### src/rtl/dual_issue_queue_pkg.sv
// Shared constants for the dual-issue instruction queue: MIPS field positions,
// opcodes and default widths.
package dual_issue_queue_pkg;

    localparam int unsigned IWIDTH   = 32;
    localparam int unsigned PC_WIDTH = 32;
    localparam int unsigned AWIDTH   = 5;

    localparam int unsigned OPCODE_MSB = 31;
    localparam int unsigned OPCODE_LSB = 26;
    localparam int unsigned RS_MSB     = 25;
    localparam int unsigned RS_LSB     = 21;
    localparam int unsigned RT_MSB     = 20;
    localparam int unsigned RT_LSB     = 16;
    localparam int unsigned RD_MSB     = 15;
    localparam int unsigned RD_LSB     = 11;
    localparam int unsigned FUNCT_MSB  = 5;
    localparam int unsigned FUNCT_LSB  = 0;

    localparam logic [5:0] RTYPE = 6'h00;
    localparam logic [5:0] J     = 6'h02;
    localparam logic [5:0] JAL   = 6'h03;
    localparam logic [5:0] BEQ   = 6'h04;
    localparam logic [5:0] BNE   = 6'h05;
    localparam logic [5:0] SW    = 6'h2B;

    localparam logic [5:0]        FUNCT_JR = 6'h08;
    localparam logic [AWIDTH-1:0] REG_RA   = 5'd31;

endpackage

### src/rtl/issue_pair_check.sv
// Pair-hazard check for two adjacent in-order instructions: decodes the older
// one's destination/control class and flags when the pair must be split.
module issue_pair_check #(
    parameter int unsigned IWIDTH = 32
) (
    input  logic [IWIDTH-1:0]                      instr_0,
    input  logic [IWIDTH-1:0]                      instr_1,
    output logic [dual_issue_queue_pkg::AWIDTH-1:0] dest,
    output logic                                   wr,
    output logic                                   ctrl,
    output logic                                   split
);
    import dual_issue_queue_pkg::*;

    logic [5:0]        opcode;
    logic [5:0]        funct;
    logic [AWIDTH-1:0] rt_0;
    logic [AWIDTH-1:0] rd_0;
    logic [AWIDTH-1:0] rs_1;
    logic [AWIDTH-1:0] rt_1;
    logic              unused_bits;

    assign opcode = instr_0[OPCODE_MSB:OPCODE_LSB];
    assign funct  = instr_0[FUNCT_MSB:FUNCT_LSB];
    assign rt_0   = instr_0[RT_MSB:RT_LSB];
    assign rd_0   = instr_0[RD_MSB:RD_LSB];
    assign rs_1   = instr_1[RS_MSB:RS_LSB];
    assign rt_1   = instr_1[RT_MSB:RT_LSB];

    assign unused_bits = ^{instr_0[RS_MSB:RS_LSB], instr_0[10:6],
                           instr_1[OPCODE_MSB:OPCODE_LSB], instr_1[RD_MSB:0]};

    always_comb begin
        dest = '0;
        ctrl = 1'b0;
        case (opcode)
            RTYPE: begin
                if (funct == FUNCT_JR) begin
                    ctrl = 1'b1;
                end else begin
                    dest = rd_0;
                end
            end
            JAL: begin
                dest = REG_RA;
                ctrl = 1'b1;
            end
            J, BEQ, BNE: ctrl = 1'b1;
            SW:          dest = '0;
            default:     dest = rt_0;
        endcase
        // r0 is hardwired, so a write to it never creates a dependency
        wr    = (dest != '0);
        split = ctrl || (wr && ((dest == rs_1) || (dest == rt_1)));
    end

endmodule

### src/rtl/dual_issue_queue.sv
// In-order circular instruction buffer: up to two enqueues and two issues per
// cycle, splitting the head pair on RAW or control hazards.
module dual_issue_queue #(
    parameter int unsigned IWIDTH   = 32,
    parameter int unsigned PC_WIDTH = 32,
    parameter int unsigned DEPTH    = 8
) (
    input  logic                     iq_clk,
    input  logic                     iq_rst,
    input  logic                     iq_i_flush,
    input  logic                     iq_i_valid_0,
    input  logic                     iq_i_valid_1,
    input  logic [IWIDTH-1:0]        iq_i_instr_0,
    input  logic [IWIDTH-1:0]        iq_i_instr_1,
    input  logic [PC_WIDTH-1:0]      iq_i_pc_0,
    input  logic [PC_WIDTH-1:0]      iq_i_pc_1,
    output logic                     iq_o_ready,
    input  logic                     iq_i_issue_ready,
    output logic                     iq_o_issue_valid_0,
    output logic                     iq_o_issue_valid_1,
    output logic [IWIDTH-1:0]        iq_o_instr_0,
    output logic [IWIDTH-1:0]        iq_o_instr_1,
    output logic [PC_WIDTH-1:0]      iq_o_pc_0,
    output logic [PC_WIDTH-1:0]      iq_o_pc_1,
    output logic                     iq_o_split,
    output logic [$clog2(DEPTH):0]   iq_o_count
);
    import dual_issue_queue_pkg::*;

    localparam int unsigned PW = $clog2(DEPTH);
    localparam int unsigned CW = PW + 1;

    logic [IWIDTH-1:0]   instr_q [DEPTH];
    logic [PC_WIDTH-1:0] pc_q    [DEPTH];

    logic [PW-1:0] head_q, head_d, head_p1;
    logic [PW-1:0] tail_q, tail_d, tail_p1;
    logic [CW-1:0] count_q, count_d;

    logic [1:0]        enq_n;
    logic [1:0]        deq_n;
    logic              do_enq;
    logic              lane0;
    logic              lane1;
    logic              pair_present;
    logic              pair_split;
    logic [AWIDTH-1:0] head_dest;
    logic              head_wr;
    logic              head_ctrl;
    logic              unused_pair;

    // Power-of-two depth makes the natural pointer overflow the wrap
    assign head_p1 = head_q + PW'(1);
    assign tail_p1 = tail_q + PW'(1);

    issue_pair_check #(
        .IWIDTH (IWIDTH)
    ) u_pair_check (
        .instr_0 (instr_q[head_q]),
        .instr_1 (instr_q[head_p1]),
        .dest    (head_dest),
        .wr      (head_wr),
        .ctrl    (head_ctrl),
        .split   (pair_split)
    );

    assign unused_pair = ^{head_dest, head_wr, head_ctrl};

    assign iq_o_ready   = (CW'(DEPTH) - count_q) >= CW'(2);
    assign pair_present = count_q >= CW'(2);
    assign lane0        = count_q != '0;
    assign lane1        = pair_present && !pair_split;

    assign iq_o_issue_valid_0 = lane0;
    assign iq_o_issue_valid_1 = lane1;
    assign iq_o_split         = pair_present && pair_split;
    assign iq_o_instr_0       = lane0 ? instr_q[head_q]  : '0;
    assign iq_o_pc_0          = lane0 ? pc_q[head_q]     : '0;
    assign iq_o_instr_1       = lane1 ? instr_q[head_p1] : '0;
    assign iq_o_pc_1          = lane1 ? pc_q[head_p1]    : '0;
    assign iq_o_count         = count_q;

    // Slot 1 alone is not a legal request and is never accepted
    assign do_enq = iq_o_ready && iq_i_valid_0 && !iq_i_flush;
    assign enq_n  = do_enq ? (iq_i_valid_1 ? 2'd2 : 2'd1) : 2'd0;
    assign deq_n  = iq_i_issue_ready ? ({1'b0, lane0} + {1'b0, lane1}) : 2'd0;

    always_comb begin
        head_d  = head_q;
        tail_d  = tail_q;
        count_d = count_q;
        if (iq_i_flush) begin
            head_d  = '0;
            tail_d  = '0;
            count_d = '0;
        end else begin
            head_d  = head_q + PW'(deq_n);
            tail_d  = tail_q + PW'(enq_n);
            count_d = count_q + CW'(enq_n) - CW'(deq_n);
        end
    end

    always_ff @(posedge iq_clk or negedge iq_rst) begin
        if (!iq_rst) begin
            head_q  <= '0;
            tail_q  <= '0;
            count_q <= '0;
        end else begin
            head_q  <= head_d;
            tail_q  <= tail_d;
            count_q <= count_d;
        end
    end

    always_ff @(posedge iq_clk) begin
        if (do_enq) begin
            instr_q[tail_q] <= iq_i_instr_0;
            pc_q[tail_q]    <= iq_i_pc_0;
            if (iq_i_valid_1) begin
                instr_q[tail_p1] <= iq_i_instr_1;
                pc_q[tail_p1]    <= iq_i_pc_1;
            end
        end
    end

endmodule

### config.mk
export PLATFORM = sky130hd
export DESIGN_NAME = dual_issue_queue
export DESIGN_NICKNAME = d
export VERILOG_FILES = /design/src/rtl/dual_issue_queue_pkg.sv /design/src/rtl/issue_pair_check.sv /design/src/rtl/dual_issue_queue.sv
export SDC_FILE = /design/constraint.sdc
export NUM_CORES = 1
export LEC_CHECK = 0
export ABC_CLOCK_PERIOD_IN_PS = 12600
export CORE_MARGIN = 2
export CORE_UTILIZATION = 40
export DETAILED_ROUTE_END_ITERATION = 12
export PLACE_DENSITY = 0.69
export SETUP_SLACK_MARGIN = 0.4
export SYNTH_ARGS = -nofsm -noshare
export SYNTH_HDL_FRONTEND = slang
export SYNTH_SLANG_ARGS = --single-unit
### constraint.sdc
create_clock -name iq_clk -period 12.6 [get_ports iq_clk]
set_clock_uncertainty 0.2 [all_clocks]
set_input_delay 3.78 -clock iq_clk [delete_from_list [all_inputs] [get_ports iq_clk]]
set_output_delay 3.78 -clock iq_clk [all_outputs]
set_load 0.05 [all_outputs]
==> impl_metrics.yaml, run 1 <==
worst_setup_path:
  worstSetupPathType: "reg2out"
  crit_path_end: "iq_o_split"
  worst_r2r_startpoint: "head_q[0]$_DFF_PN0_"
  reg2reg_setup_slack_ns: 5.00
  worst-endpoint-required_ns: 8.62
  startpoint_type: "register"
  cp_data_arrival_time_ns: 6.87
  rr_worst_depth: 21
  endpoint_kind: "output port"
  setup.worst_path.start: "head_q[0]$_DFF_PN0_"
  critical_path_peak_fanout: 39
  rr_endpoint: "iq_o_count[3]$_DFF_PN0_"
final_layout:
  final_common_cell: "mux2_2"
  filler_cell_count: 6526
  most-common-layout-cells: "517 x mux2_2, 512 x edfxtp_1, 269 x clkdlybuf4s50_1"
  finish.instance_area_um2: 37040
  flow.area_growth_from_synthesis_pct: 18.29
  post_route_insts_no_fill: 3177
  final_layout_size_suffix_gt1_share_pct: 46.12
  finish.net_count: 2233
logic_synthesis:
  synth_seq_area_share_pct: 49.90
  synth_edf_count: 512
  postSynthNetCount: 2019
  post_synth.cell_area_avg_um2: 16.76
  yosysWarnings: 0
  post_synth_inst_count: 1868
  synthFlopType: "edfxtp_1"
  synth_seq_cells: 522
  async_flop_share_pct: 1.916
  synth_cell_type_count: 57
  synthesis.area_um2: 31310
power_and_ir_drop:
  power_per_cell_area_nw_per_um2: 223.4
  total_leakage_power_nw: 11.39
  vdd.ir_drop.worst_uv: 148.6
clock_tree:
  cts-htree-levels: 2
  cts_num_sinks: 522
  clk_root_buffer_cell: "clkbuf_16"
  clock_latency_ns: 0.62
  clock_path_buffers: 3
  hold_buffer_count_at_cts: 0
  cts_post_setup_buffers_inserted: 0
  cts_tree: "built"
  numCtsBuffers: 56
  postCtsResizedCells: 0
  cts.clk_slew.worst_paths_ns: 0.06
timing:
  rsz_0062_raised_after_global_routing: "false"
  holdWs_ns: 0.5329
  finalSetupViolations: 0
  worst-slew-pin-transition_ns: 1.124
  finalWorstSetupSlack_ns: 1.748
  final.min_clock_period_ns: 10.85
  relSlewSlack_pct: 25.04
  finalCritPeriodShare_pct: 86.13
  hold_violations: 0
  final_max_slew_viol_count: 0
  maximum_operating_frequency_ghz: 0.09215
  setup-tns-final_ns: 0
floorplan:
  core-area_um2: 77470
  initial_core_util_pct: 40.42
  rows: 102
  die-height_um: 283.8
  design.portCount: 270
  floorplan.die_area_um2: 80530
  die-width_um: 283.8
global_route:
  grt_pass1_vias: 20744
  gr-total-overflow: 0
  grt_start_max_net_pins: 126
  grt_antenna_before_repair: 20
  wire_length_of_the_first_global_routing_pass_um: 141900
  grt_usage_pct: 23.71
job:
  maxCapViolations: 0
routing:
  detail-route-antenna-nets: 0
  detail_route.iter0.violations: 1932
  firstDrtPassIters: 5
  via_per_inst: 6.159
  dr_total_vias: 19567
  wl_per_cell_um: 30.36
  detail_route.drc_violations: 0
  routed_wl_um: 96470
status:
  run_status: "complete, no violations"
placement:
  dp_slack_ns: 2.423
  detailed_place.area_um2: 35090
  io_buffer_count: 269
  gp_routability_congestion: 0.8219
  detailed_place_hpwl_um: 57640
  dp.cells: 3064
min_path:
  worstHoldPathType: "reg2reg"
-- registers in the layout, summed over array words and instances (netlist names) --
register    cells
iq_o_count      4
tail_q          3
pc_q          256
instr_q       256
head_q          3
-- metal layers --
layer | share of wire (%) | track usage [%] | up-vias
met1 | 41 | 31.67 | 10356
met5 | 0.15 | 0 | -
met3 | 7.6 | 4.879 | 197
li1 | - | - | 8155
met2 | 48 | 38.62 | 835
met4 | 3.1 | 8.029 | 24
-- cell usage after synthesis, drive strengths merged (2+ instances only) --
library cell  count  area, um2
a21oi             2      10.01
a31oi             2      12.51
and2              4      25.02
and3b             2      17.52
buf              60      374.1
clkbuf           95      356.6
dfrtp            10      250.2
edfxtp          512      15370
fa                4      80.08
ha               13      162.7
inv              15      56.30
mux2            517       5822
mux2i           125       1271
mux4            258       5811
nand2            15      56.30
nand2b            5      31.28
nand4             3      18.77
nor2             84      315.3
nor2b             5      31.28
nor3             19      95.09
nor4             62      675.7
o211a             2      20.02
o211ai            5      47.54
o21ai             6      30.02
o21bai            5      37.54
o221ai            2      30.03
o22ai             3      18.77
or2               3      18.77
or3               2      12.51
xnor2            10      87.58
xor2              4      42.55
-- worst min-delay path by stage --
stage	start	to	slack, ns	depth (start not counted)
2_1_floorplan	head_q[0]$_DFF_PN0_	head_q[0]$_DFF_PN0_	0.44	2
3_3_place_gp	iq_o_count[0]$_DFF_PN0_	iq_o_count[0]$_DFF_PN0_	0.47	2
3_5_place_dp	iq_o_count[0]$_DFF_PN0_	iq_o_count[0]$_DFF_PN0_	0.52	2
4_1_cts	iq_o_count[0]$_DFF_PN0_	iq_o_count[0]$_DFF_PN0_	0.54	2
5_1_grt	iq_o_count[0]$_DFF_PN0_	iq_o_count[0]$_DFF_PN0_	0.59	2
6_report	iq_o_count[0]$_DFF_PN0_	iq_o_count[0]$_DFF_PN0_	0.53	2
-- where the power goes --
group          internal, mW  switching (mW)
Sequential             2.02          0.0941
Clock                  1.02           0.720
Combinational          1.62            2.80
-- metrics by stage --
step / total power [mW] / utilization (%)
after global routing: 8.568 / 47.81
final: 8.272 / 47.81
after CTS: 8.316 / 47.78
after detailed placement: 6.572 / 45.30
after floorplan: 5.168 / -
after global placement: 6.523 / 45.30
-- area by class of cell --
type                    count  area (um2)  share of cell area (%)
diodes                      8       20.02                 0.05405
clock buffers              68        1446                   3.905
clock inverters            37       475.5                   1.284
inverters                  15       56.30                  0.1520
multi-input cells        1176       15080                   40.72
flip-flops and latches    522       15640                   42.22
well taps                1040        1301                   3.514
repair buffers            311        3020                   8.155
-- cells by family (layout without fill, tap and decap cells) --
family          count (synthesis)  after routing  share of synthesized area (%)
other cells                     0              8                              0
xor+xnor                       14             14                         0.4156
flops                         522            522                          49.90
mux                           900            900                          41.21
fa+ha+maj                      17             17                         0.7753
compound gates                 36             36                         0.9231
buf+inv                       170            431                          2.514
simple gates                  209            209                          4.256
-- critical path: stages, from the launching register on --
cell and delay, ns:
dfrtp_4 0.80, buf_4 0.63, mux4_2 0.58, mux2i_1 0.48
and3_1 0.27, o211ai_2 0.20, o211a_1 0.32, or3_1 0.36
a21oi_1 0.17, and4_4 0.64, buf_4 0.70, o21a_1 0.22
clkdlybuf4s50_1 0.79
(Power assumes the default switching activity.)
==> inputs of run 2 (changes only) <==
--- a/config.mk
+++ b/config.mk
@@ -9,6 +9,7 @@
 export CORE_MARGIN = 2
 export CORE_UTILIZATION = 40
 export DETAILED_ROUTE_END_ITERATION = 12
+export GPL_TIMING_DRIVEN = 0
 export PLACE_DENSITY = 0.69
 export SETUP_SLACK_MARGIN = 0.4
 export SYNTH_ARGS = -nofsm -noshare
==> run 2 against run 1 <==
Net effect:
- utilization up 1.0 points
- via count increased by 5.9%
- first-iteration DRC count is 16% higher
==> impl_metrics.yaml, run 2 (same netlist as run 1, synthesis figures left out) <==
timing:
  worst-slew-pin-transition_ns: 1.418
  finalSetupViolations: 0
  finalCritPeriodShare_pct: 83.86
  relSlewSlack_pct: 5.497
  rsz_0062_raised_after_global_routing: "false"
  hold_violations: 0
  final.min_clock_period_ns: 10.57
  maximum_operating_frequency_ghz: 0.09464
  final_max_slew_viol_count: 0
final_layout:
  final_layout_size_suffix_gt1_share_pct: 44.01
  finish.net_count: 2373
  flow.area_growth_from_synthesis_pct: 20.88
  most-common-layout-cells: "517 x mux2_2, 512 x edfxtp_1, 269 x clkdlybuf4s50_1"
  finish.instance_area_um2: 37850
  filler_cell_count: 6437
  final_common_cell: "mux2_2"
clock_tree:
  clk_root_buffer_cell: "clkbuf_16"
  postCtsResizedCells: 0
  cts_num_sinks: 522
  cts_post_setup_buffers_inserted: 0
  cts_tree: "built"
  clock_path_buffers: 3
  cts.clk_slew.worst_paths_ns: 0.06
  cts-htree-levels: 2
  hold_buffer_count_at_cts: 0
  numCtsBuffers: 56
  clock_latency_ns: 0.64
worst_setup_path:
  startpoint_type: "register"
  endpoint_kind: "output port"
  cp_data_arrival_time_ns: 6.59
  critical_path_peak_fanout: 10
  worst-endpoint-required_ns: 8.62
  worstSetupPathType: "reg2out"
global_route:
  wire_length_of_the_first_global_routing_pass_um: 150300
  grt_antenna_before_repair: 26
  grt_pass1_vias: 21494
  gr-total-overflow: 0
  grt_usage_pct: 25.55
  grt_start_max_net_pins: 37
job:
  maxCapViolations: 0
routing:
  detail_route.drc_violations: 0
  via_per_inst: 6.242
  detail-route-antenna-nets: 0
  detail_route.iter0.violations: 2250
  dr_total_vias: 20723
  wl_per_cell_um: 31.55
  firstDrtPassIters: 6
  routed_wl_um: 104800
floorplan:
  die-height_um: 283.8
  die-width_um: 283.8
  rows: 102
  design.portCount: 270
  core-area_um2: 77470
  initial_core_util_pct: 40.42
  floorplan.die_area_um2: 80530
power_and_ir_drop:
  vdd.ir_drop.worst_uv: 135.7
  report.power.total_mw: 8.447
  power_per_cell_area_nw_per_um2: 223.2
  total_leakage_power_nw: 11.73
status:
  run_status: "complete, no violations"
placement:
  gp_routability_congestion: 0.8866
  detailed_place.area_um2: 35970
  detailed_place_hpwl_um: 72950
  io_buffer_count: 269
min_path:
  worstHoldPathType: "reg2reg"
[run 2: worst paths after layout]
kind                                           from                      end  slack [ns]  cells after the start
worst min register to register  head_q[0]$_DFF_PN0_      head_q[0]$_DFF_PN0_        0.50                      2
max in group asynchronous                    iq_rst      tail_q[1]$_DFF_PN0_        8.48                      1
worst max register to register  head_q[2]$_DFF_PN0_  iq_o_count[3]$_DFF_PN0_        5.62                     21
worst min-delay path            head_q[0]$_DFF_PN0_      head_q[0]$_DFF_PN0_        0.50                      2
worst max-delay path            head_q[2]$_DFF_PN0_         iq_o_instr_1[29]        2.03                     12
min in group asynchronous                    iq_rst  iq_o_count[2]$_DFF_PN0_        3.32                      1
[run 2: worst max-delay path, stage by stage (launching register included)]
cell             delay [ns]
dfrtp_1                0.33
buf_2                  0.23
buf_2                  0.35
buf_2                  0.49
xor2_2                 0.77
clkbuf_1               0.87
mux2i_1                0.63
xnor2_1                0.12
and4_1                 0.26
buf_6                  0.20
buf_6                  0.20
nor4_2                 0.55
clkdlybuf4s50_1        0.93
[run 2: final cells by class]
class	count	area (um2)	area share, %
Sequential cell	522	15630	41.28
Multi-Input combinational cell	1176	14990	39.60
Timing Repair Buffer	296	3282	8.671
Clock buffer	73	1505	3.977
Tap cell	1040	1301	3.438
Buffer	155	730.7	1.931
Clock inverter	33	335.3	0.8860
Inverter	15	56.30	0.1488
Antenna cell	10	25.02	0.06612
[run 2: report_power, final]
group          switching (mW)  internal (mW)  leakage (nW)
sequential             0.0431           2.02          4.77
combinational            3.02           1.69          6.07
clock                   0.723          0.951         0.890
total                    3.79           4.66          11.7
[run 2: layer usage]
| layer | routed length, um | up-vias | GRT usage, % |
|---|---|---|---|
| met2 | 50740 | 1189 | 41.74 |
| met1 | 39830 | 10795 | 32.94 |
| met3 | 10050 | 247 | 5.812 |
| met4 | 3955 | 32 | 10.41 |
| li1 | - | 8460 | - |
| met5 | 184 | - | 0 |
[run 2: stage by stage]
stage	TNS [ns]	hold WS, ns	worst slack, ns	cells	utilization [%]
2_1_floorplan	0	0.4352	2.936	1868	-
3_3_place_gp	-446.83	0.4779	-3.628	3177	45.57
3_5_place_dp	0	0.4802	2.782	3203	46.43
4_1_cts	0	0.5046	2.090	3309	48.81
5_1_grt	0	0.5431	1.805	3320	48.86
6_report	0	0.4985	2.034	3320	48.86
==> inputs of run 3 (changes only) <==
--- a/config.mk
+++ b/config.mk
@@ -5,12 +5,12 @@
 export SDC_FILE = /design/constraint.sdc
 export NUM_CORES = 1
 export LEC_CHECK = 0
-export ABC_CLOCK_PERIOD_IN_PS = 12600
+export ABC_CLOCK_PERIOD_IN_PS = 8900
 export CORE_MARGIN = 2
 export CORE_UTILIZATION = 40
 export DETAILED_ROUTE_END_ITERATION = 12
 export GPL_TIMING_DRIVEN = 0
-export PLACE_DENSITY = 0.69
+export PLACE_DENSITY = 0.71
 export SETUP_SLACK_MARGIN = 0.4
 export SYNTH_ARGS = -nofsm -noshare
 export SYNTH_HDL_FRONTEND = slang
==> constraint.sdc (replaced) <==
create_clock -name iq_clk -period 8.9 [get_ports iq_clk]
set_clock_uncertainty 0.2 [all_clocks]
set_input_delay 2.67 -clock iq_clk [delete_from_list [all_inputs] [get_ports iq_clk]]
set_output_delay 2.67 -clock iq_clk [all_outputs]
set_load 0.05 [all_outputs]
==> run 3 against run 2 <==
Net effect:
- the run now ends with max-capacitance violations, max-slew violations left
- sequential share of layout area increased by 0.17 points
- cell count about the same
- die area unchanged
- non-clock buffer count is 1 higher
- utilization fell by 0.21 points
- critical path type unchanged
==> impl_metrics.yaml, run 3 (same netlist as run 1, synthesis figures left out) <==
worst_setup_path:
  worst_path_largest_cell_delay_ns: 0.76
  endpoint_kind: "output port"
  crit_path_cell_trace: "buf_2 > buf_2 > buf_2 > xor2_2 > clkbuf_2 > mux2i_2 > xnor2_1 > and4_1 > buf_6 > nor4_2 > dlygate4sd2_1"
  cp_data_arrival_time_ns: 5.48
  timing.critical_path.slowest_stage_cell: "xor2_2"
  worst-endpoint-required_ns: 6.03
  crit_buf_inv: 6
  critical_path_peak_fanout: 10
  worstSetupPathType: "reg2out"
  worst_path_most_repeated_cell: "buf_2"
  timing.critical_path.max_delay_family: "buffers and inverters"
  startpoint_type: "register"
routing:
  detail-route-antenna-nets: 0
  firstDrtPassIters: 5
  wl_per_cell_um: 31.95
  detail_route.iter0.violations: 2239
  dr_total_vias: 20791
  via_per_inst: 6.264
  routed_wl_um: 106000
  detail_route.drc_violations: 0
timing:
  final_max_slew_viol_count: 11
  hold_violations: 0
  rsz_0062_raised_after_global_routing: "true"
  final.min_clock_period_ns: 8.353
  finalCritPeriodShare_pct: 93.85
  worst-slew-pin-transition_ns: 1.503
  relSlewSlack_pct: -0.5801
  setup-tns-final_ns: 0
  finalSetupViolations: 0
  maximum_operating_frequency_ghz: 0.1197
power_and_ir_drop:
  power_share_of_the_clock_group_pct: 19.0
  p_int_mw: 6.265
  relative_contribution_of_sequential_cells_to_total_power_pct: 25.0
  power.switching_mw: 5.405
  power_per_cell_area_nw_per_um2: 309.6
  vdd.ir_drop.worst_uv: 186.0
  power.share.combinational_pct: 56.0
  switching_share_pct: 46.31
  total_leakage_power_nw: 11.93
global_route:
  grt_pass1_vias: 21769
  grt_usage_pct: 25.95
  wire_length_of_the_first_global_routing_pass_um: 152700
  grt_start_max_net_pins: 41
  grt_antenna_before_repair: 22
  gr-total-overflow: 0
clock_tree:
  cts_num_sinks: 522
  numCtsBuffers: 55
  cts-htree-levels: 2
  clock_latency_ns: 0.63
  clock_path_buffers: 3
  cts_tree: "built"
  cts.clk_slew.worst_paths_ns: 0.06
  clk_root_buffer_cell: "clkbuf_16"
  hold_buffer_count_at_cts: 0
final_layout:
  finish.net_count: 2373
  most-common-layout-cells: "517 x mux2_2, 512 x edfxtp_1, 258 x mux4_2"
  final_layout_size_suffix_gt1_share_pct: 46.80
  finish.utilization_pct: 48.65
  flow.area_growth_from_synthesis_pct: 20.37
  final_common_cell: "mux2_2"
floorplan:
  initial_core_util_pct: 40.42
  die-width_um: 283.8
  die-height_um: 283.8
  design.portCount: 270
  core-area_um2: 77470
  floorplan.die_area_um2: 80530
  rows: 102
placement:
  io_buffer_count: 269
  detailed_place_hpwl_um: 73910
  gp_routability_congestion: 0.8670
status:
  run_status: "finished with violations"
  violations_in_the_final_reports: "max-capacitance violations, max-slew violations"
min_path:
  worstHoldPathType: "reg2reg"
job:
  maxCapViolations: 1
-- run 3: changes by cell type in the layout (fill, tap and decap cells not counted), moves of 6 or more --
cell             delta
buf_2               +6
nor4_1              -6
dlygate4sd2_1      +18
clkdlybuf4s50_1    -78
clkbuf_4            +6
clkdlybuf4s15_1     +9
clkbuf_1           -11
clkbuf_2           +45
nor4_4              +6
dlymetal6s2s_1      +7
-- run 3: per-layer routing --
| layer | up-vias | GRT usage [%] | wire length, um |
|---|---|---|---|
| met5 | - | 0 | 119 |
| met4 | 20 | 12.17 | 5015 |
| met3 | 263 | 6.206 | 10090 |
| met2 | 1220 | 42.33 | 51060 |
| met1 | 10826 | 32.66 | 39750 |
| li1 | 8462 | - | - |
-- run 3: power groups by stage --
| stage | registers (mW) | clock network (mW) | logic [mW] |
|---|---|---|---|
| floorplan | 2.97 | 0 | 4.34 |
| global placement | 2.98 | 0 | 6.58 |
| detailed placement | 2.97 | 0 | 6.67 |
| CTS | 2.92 | 2.23 | 6.52 |
| global route | 2.93 | 2.32 | 6.78 |
| finish | 2.92 | 2.22 | 6.53 |
-- run 3: worst paths after layout --
| kind | startpoint | depth (start not counted) | slack [ns] | to |
|---|---|---|---|---|
| worst min register to register | iq_o_count[0]$_DFF_PN0_ | 2 | 0.51 | iq_o_count[0]$_DFF_PN0_ |
| worst max register to register | head_q[2]$_DFF_PN0_ | 21 | 2.34 | iq_o_count[3]$_DFF_PN0_ |
| min in group asynchronous | iq_rst | 1 | 2.23 | iq_o_count[3]$_DFF_PN0_ |
| worst max-delay path | head_q[2]$_DFF_PN0_ | 11 | 0.55 | iq_o_instr_1[1] |
| max in group asynchronous | iq_rst | 1 | 5.87 | tail_q[1]$_DFF_PN0_ |
| worst min-delay path | iq_o_count[0]$_DFF_PN0_ | 2 | 0.51 | iq_o_count[0]$_DFF_PN0_ |
-- run 3: metrics by stage --
step,area [um2],setup slack [ns],hold WS (ns),power [mW],instances
floorplan,31320,0.5529,0.4352,7.314,1868
global placement,35310,-5.689,0.4779,9.555,3177
detailed placement,36030,0.1406,0.4971,9.637,3204
CTS,37720,0.2985,0.5182,11.67,3305
global route,37680,0.3281,0.5869,12.03,3317
finish,37690,0.5470,0.5101,11.67,3319
-- run 3: worst min-delay path, stage by stage, from the launching register on --
cell and delay (ns):
dfrtp_1 0.40, ha_1 0.16, nor2b_1 0.11
-- run 3: layout make-up --
class	instances	area (um2)
fillers	6540	39780
repair buffers	297	3114
multi-input cells	1176	15100
inverters	15	56.30
clock inverters	31	245.2
plain buffers	155	782.0
well taps	1040	1301
diodes	14	35.03
clock buffers	69	1429
flip-flops and latches	522	15630
-- run 3: repair_timing --
item                       CTS  global route
pin swaps                    1             3
gates resized for setup    127           157
cloned                       0             0
buffers inserted             1             0
setup endpoints to repair  104           101
